==> src/rtl/vga_timing.sv <==
// Purpose : VGA/XGA raster timing generator: pixel/line counters plus sync, blank and
//           line/frame pulse flags, all registered and aligned to the counter values.
// Latency : zero relative latency; counters and flags update together on the same edge.
// Backpressure: en=0 freezes counters, flags and frame_cnt; pulses read 0 while frozen.
//
// Ports:
//   clk          pixel clock, all logic on the rising edge
//   rst_n        asynchronous active-low reset (clears every output)
//   en           advance enable
//   hcount       horizontal pixel position, 0 .. H_TOTAL-1
//   vcount       vertical line position, 0 .. V_TOTAL-1
//   hsync/vsync  active-high sync flags
//   hblnk/vblnk  active-high blanking flags
//   line_start   one-cycle pulse when hcount wraps to 0
//   frame_start  one-cycle pulse when (hcount,vcount) wraps to (0,0)
//   frame_cnt    completed-frame counter
//
// Build option: define VGA_TIMING_FRAME_CNT_EN to implement frame_cnt; otherwise it is
// tied to zero and no counter flops are built.

module vga_timing #(
    parameter int H_TOTAL       = 1344,
    parameter int H_BLANK_START = 1024,
    parameter int H_SYNC_START  = 1048,
    parameter int H_SYNC_TIME   = 136,
    parameter int V_TOTAL       = 806,
    parameter int V_BLANK_START = 768,
    parameter int V_SYNC_START  = 771,
    parameter int V_SYNC_TIME   = 6
) (
    input  logic        clk,
    input  logic        rst_n,
    input  logic        en,
    output logic [10:0] hcount,
    output logic [10:0] vcount,
    output logic        hsync,
    output logic        vsync,
    output logic        hblnk,
    output logic        vblnk,
    output logic        line_start,
    output logic        frame_start,
    output logic [15:0] frame_cnt
);

    // Counter limits and flag boundaries expressed in counter width.
    localparam logic [10:0] H_LAST = 11'(H_TOTAL - 1);
    localparam logic [10:0] V_LAST = 11'(V_TOTAL - 1);
    localparam logic [10:0] H_BS   = 11'(H_BLANK_START);
    localparam logic [10:0] V_BS   = 11'(V_BLANK_START);
    localparam logic [10:0] H_SS   = 11'(H_SYNC_START);
    localparam logic [10:0] H_SE   = 11'(H_SYNC_START + H_SYNC_TIME);
    localparam logic [10:0] V_SS   = 11'(V_SYNC_START);
    localparam logic [10:0] V_SE   = 11'(V_SYNC_START + V_SYNC_TIME);

    logic        h_wrap;
    logic        v_wrap;
    logic [10:0] h_nxt;
    logic [10:0] v_nxt;

    // Next raster position. Flags are decoded from the next position rather than
    // the current one so that, once registered, they line up with the counters
    // of the same cycle instead of lagging by one clock.
    always_comb begin
        h_wrap = (hcount == H_LAST);
        v_wrap = (vcount == V_LAST);
        h_nxt  = h_wrap ? 11'd0 : hcount + 11'd1;
        v_nxt  = vcount;
        if (h_wrap) begin
            v_nxt = v_wrap ? 11'd0 : vcount + 11'd1;
        end
    end

    always_ff @(posedge clk or negedge rst_n) begin
        if (!rst_n) begin
            hcount      <= '0;
            vcount      <= '0;
            hsync       <= 1'b0;
            vsync       <= 1'b0;
            hblnk       <= 1'b0;
            vblnk       <= 1'b0;
            line_start  <= 1'b0;
            frame_start <= 1'b0;
        end else if (en) begin
            hcount      <= h_nxt;
            vcount      <= v_nxt;
            hblnk       <= (h_nxt >= H_BS);
            vblnk       <= (v_nxt >= V_BS);
            hsync       <= (h_nxt >= H_SS) && (h_nxt < H_SE);
            // vsync depends only on the line number, so it spans whole lines.
            vsync       <= (v_nxt >= V_SS) && (v_nxt < V_SE);
            // Pulses come only from a real wrap, never from leaving reset at (0,0).
            line_start  <= h_wrap;
            frame_start <= h_wrap && v_wrap;
        end else begin
            line_start  <= 1'b0;
            frame_start <= 1'b0;
        end
    end

`ifdef VGA_TIMING_FRAME_CNT_EN
    // Counts in the same step that raises frame_start; wraps naturally at 16 bits.
    always_ff @(posedge clk or negedge rst_n) begin
        if (!rst_n) begin
            frame_cnt <= '0;
        end else if (en && h_wrap && v_wrap) begin
            frame_cnt <= frame_cnt + 16'd1;
        end
    end
`else
    assign frame_cnt = '0;
`endif

endmodule
==> config.mk <==
export PLATFORM = sky130hd
export DESIGN_NAME = vga_timing
export DESIGN_NICKNAME = d
export VERILOG_FILES = /design/src/rtl/vga_timing.sv
export SDC_FILE = /design/constraint.sdc
export NUM_CORES = 1
export LEC_CHECK = 0
export BUFFER_PORTS_ARGS = -buffer_cell sky130_fd_sc_hd__buf_2
export CAP_MARGIN = 20
export CORE_ASPECT_RATIO = 0.8
export CORE_MARGIN = 3
export CORE_UTILIZATION = 55
export DETAILED_ROUTE_END_ITERATION = 16
export PLACE_DENSITY = 0.8
export SLEW_MARGIN = 20
export SYNTH_ARGS = -nofsm -noshare
export SYNTH_HDL_FRONTEND = slang
export SYNTH_SLANG_ARGS = --single-unit
==> constraint.sdc <==
create_clock -name clk -period 6.1 [get_ports clk]
set_input_delay 1.83 -clock clk [delete_from_list [all_inputs] [get_ports clk]]
set_output_delay 1.83 -clock clk [all_outputs]
set_load 0.01 [all_outputs]
# --- After elaboration in Yosys (flattened, before gate mapping) ---
# Cells that the tools add are included.
op_classes:
  n_reduce_logical: 3
  add_sub_neg: 2
  n_eq_ne: 2
  muxes: 5
  n_lt_le_gt_ge: 6
ops:
  columns: ["cell", "count"]
  rows:
  - ["11-bit two-way mux", 3]
  - ["11-bit by 1-bit adder with 11-bit output (second input constant)", 2]
  - ["11-bit by 10-bit >= comparator with 1-bit output (second input constant)", 2]
  - ["11-bit >= comparator (second input constant)", 2]
  - ["11-bit by 10-bit equality test with 1-bit output (second input constant)", 1]
  - ["11-bit equality test (second input constant)", 1]
  - ["11-bit by 10-bit < comparator with 1-bit output (second input constant)", 1]
  - ["11-bit < comparator (second input constant)", 1]
  - ["1-bit logical AND", 3]
  - ["1-bit two-way mux", 2]
totals:
  out_inout_bits: 44
  elab_cells: 26
  input_bits: 3
  ff_bits: 28

# --- Logic depth before layout (Yosys ltp) ---
logic_depth:
  depth_word: 5
  depth_mapped: 9
  mapped_depth_nobuf: 8

# --- Worst setup path before layout ---
# OpenSTA, ideal clock, no wires.
synth_path:
  path_type: "in2reg"
  startpoint: "input en"
  endpoint: "register hcount[1]"
  t_required_ps: 5975
  setup_time_ps: 125
  path_slack_ps: 3312
  arrival_time_ps: 2663
  n_path_buf: 2
  stages: 3
  path_cell_list: "clkbuf_1 clkbuf_1 mux2_2"
synth_lines:
  columns: ["element", "line", "text"]
  rows:
  - ["from (decl)", "33", "input logic en,"]
  - ["to (signal assigned)", "84", "hcount <= h_nxt;"]
  - ["to (decl)", "34", "output logic [10:0] hcount,"]
# No word-level cell between the ends.

# --- Worst setup path in the final report ---
layout_path:
  startpoint: "register hcount[6]"
  endpoint: "register vsync"
layout_between:
  elab_chain_cells: 4
  word_cells_on_any_way: 5
  cone_classes: "order compare (2); eq/ne (1); mux (1); reduce/logical (1)"
layout_lines:
  columns: ["element", "line", "text"]
  rows:
  - ["11-bit equality test *", "64", "h_wrap = (hcount == H_LAST);"]
  - ["11-bit two-way mux *", "68", "if (h_wrap) begin"]
  - ["11-bit by 10-bit >= comparator with 1-bit output or 11-bit by 10-bit < comparator with 1-bit output (tied branches)", "90", "vsync <= (v_nxt >= V_SS) && (v_nxt < V_SE);"]
  - ["1-bit logical AND *", "90", null]
  - ["to (signal assigned)", "90", null]
  - ["to (decl)", "37", "output logic vsync,"]
# Every way passes the cells marked *; elsewhere a longest branch is shown, timed or not.
# A chain may end at the register's enable or synchronous reset.

==> impl_metrics.env <==
export IMPL_worstPathCellList="or4b_4, or2_0, nor2_1, a21oi_1, a311o_1, o41ai_2"
export IMPL_synthFlopType="dfrtp_1"
export IMPL_hold_path_class="register to register"
export IMPL_slowest_stage="or4b_4"
export IMPL_power_density_nw_per_um2=243
export IMPL_status="complete, no violations"
export IMPL_period_share=0.480
export IMPL_syn_inst=221
export IMPL_start_kind="register"
export IMPL_ys_async_sr_fraction=1.00
export IMPL_worstSetupEndpointType="register"
export IMPL_cts_max_level=1
export IMPL_dpl_hpwl_mm=3.12
export IMPL_clkSinkCount=27
export IMPL_max_freq_ghz=0.341
export IMPL_area_growth_pct=5.64
export IMPL_postCtsSetupBuffers=0
export IMPL_hold_viol_final=0
export IMPL_maxSlewViolCount=0
export IMPL_worst_path_max_fanout=11
export IMPL_slew_headroom=0.601
export IMPL_first_iter_violations=147
export IMPL_synth_edf_count=0
export IMPL_io_pins=47
export IMPL_avgRoutedWirePerCell_um=15.4
export IMPL_skew_ps=10.3
export IMPL_rows=18
export IMPL_critical_path_arrival_ps=3100
export IMPL_grt_pass1_wl_mm=6.90
export IMPL_yosysSeqAreaShare=0.358
export IMPL_diodes=0
export IMPL_synth_top_area_share=0.358
export IMPL_vias_per_cell=5.99
export IMPL_dieArea_sq_um=4170
export IMPL_antenna_found_initial=0
export IMPL_grt_use_total=0.208
export IMPL_syn_avg_cell_area_sq_um=8.53
export IMPL_p_leak_nw=0.922
export IMPL_core_sq_um=3180
export IMPL_drc=0
export IMPL_setup_viol=0
export IMPL_cts_hold_buf=0
export IMPL_yosys_top_cells_area="dfrtp_1 36%, buf_4 6.8%, nand2_1 5.4%, xnor2_1 5.1%, nand4_1 3.0%"
export IMPL_die_x_um=71.5
export IMPL_maxCapViolations=0
export IMPL_fin_nets=246
export IMPL_yosysWarnings=0
export IMPL_final_layout_size_suffix_gt1_frac=0.172
export IMPL_overflow=0
export IMPL_clock_path_buffers=2
export IMPL_cts_root_buf="clkbuf_8"
export IMPL_synth_seq_cells=27
export IMPL_required_ps=6270
export IMPL_path_buf_inv=0
export IMPL_tritoncts="yes"
export IMPL_rsz0062_at_grt="false"
export IMPL_yosys_area_top_type="dfrtp_1"
export IMPL_vias=1671
export IMPL_grt_max_degree=28
export IMPL_fin_crit_ps=2930
export IMPL_ir_worst_vdd_mv=0.215
export IMPL_worst_slew_pin_slew_ps=599
export IMPL_io_buffers=30
export IMPL_numCtsBuffers=3
export IMPL_cts_resized=0
export IMPL_postRouteAntennaNets=0
export IMPL_initial_core_util=0.594
export IMPL_yosysUniqueCellTypes=45
export IMPL_syn_area_sq_um=1890
export IMPL_whs_ps=516
export IMPL_cts_reportedPaths_clkPinSlew_ps=100
export IMPL_wirelength_mm=4.29
export IMPL_synthTopCellsByCount="27 x dfrtp_1, 27 x nand2_1, 17 x buf_4, 14 x nor2_1"
export IMPL_path_delay_family="simple AND/OR/NAND/NOR gates"
export IMPL_drtPass1Iterations=4
export IMPL_cpPeakStageDelay_ps=600
export IMPL_insertion_delay_ps=280
export IMPL_dieHeight_um=58.4
export IMPL_final_setup_tns_ps=0
export IMPL_routabilityCongestion=0.948
export IMPL_first_global_vias=1440
export IMPL_crit_type="register to register"
-- report_power, final --
group          leakage [nW]  internal [mW]  total [mW]  switching (mW)
logic                 0.541         0.0617       0.132          0.0708
registers             0.355          0.202       0.249          0.0471
clock network        0.0255         0.0459       0.103          0.0568
-- state kept, by name (all words and copies together), names as in the netlist --
signal / flops
frame_start: 1
hcount: 11
hsync: 1
line_start: 1
vblnk: 1
vcount: 11
vsync: 1
-- per-layer routing --
metal	global-route usage	wire (um)	vias to the layer above
met5	0	0	-
met4	0.0590	74	0
met3	0.0512	407	13
met2	0.309	1910	89
met1	0.303	1900	785
li1	-	-	784
-- cells in the final DEF, fill, tap and decap left out, types with 4 or more instances in the layout --
cell,netlist,layout
a21oi_1,8,8
a31oi_1,4,4
and2_1,6,6
and3_1,5,5
buf_2,1,30
conb_1,1,16
dfrtp_1,27,27
inv_1,6,6
mux2i_1,4,4
nand2_1,27,27
nand3_1,11,11
nand4_1,9,9
nor2_1,14,14
nor3_1,7,7
o21ai_0,10,10
o31ai_1,4,4
xnor2_1,11,11
xor2_1,4,4
-- through the flow --
step,util,cells,power [mW],instance area (sq um),setup slack [ps]
finish,0.627,279,0.484,1990,3170
global route,0.627,279,0.518,1990,2990
CTS,0.627,279,0.488,1990,3190
detailed placement,0.613,275,0.385,1950,2890
global placement,0.613,275,0.380,1950,2950
floorplan,-,236,0.352,1940,3310
-- layout make-up --
cell class / instances / area [sq um]
Sequential cell: 27 / 676
Multi-Input combinational cell: 172 / 1050
Tap cell: 40 / 50.0
Fill cell: 277 / 1180
Clock buffer: 3 / 41.3
Clock inverter: 1 / 5.00
Timing Repair Buffer: 30 / 150
Inverter: 6 / 22.5
-- worst paths after layout --
check | cells after the start | slack, ps | start | endpoint
worst max register to register | 6 | 3170 | hcount[6] | vsync
worst min-delay path | 2 | 520 | vsync | vsync
max in group asynchronous | 1 | 4160 | rst_n | hsync
worst max-delay path | 6 | 3170 | hcount[6] | vsync
worst min register to register | 2 | 520 | vsync | vsync
min in group asynchronous | 1 | 1550 | rst_n | hcount[10]
-- worst register-to-register path: stages, from the launching register on --
cell	delay [ps]
dfrtp_1	520
or4b_4	600
or2_0	390
nor2_1	460
a21oi_1	120
a311o_1	390
o41ai_2	350
-- cells by family after synthesis --
family	synth area share
and+or+nand+nor	0.258
DFF	0.358
muxes	0.0392
adders and majority gates	0.0199
xor gates and xnor gates	0.0697
AOI/OAI and AO/OA	0.137
buffers and inverters	0.116
other	0.00199
Power figures use the tool's default switching activity.
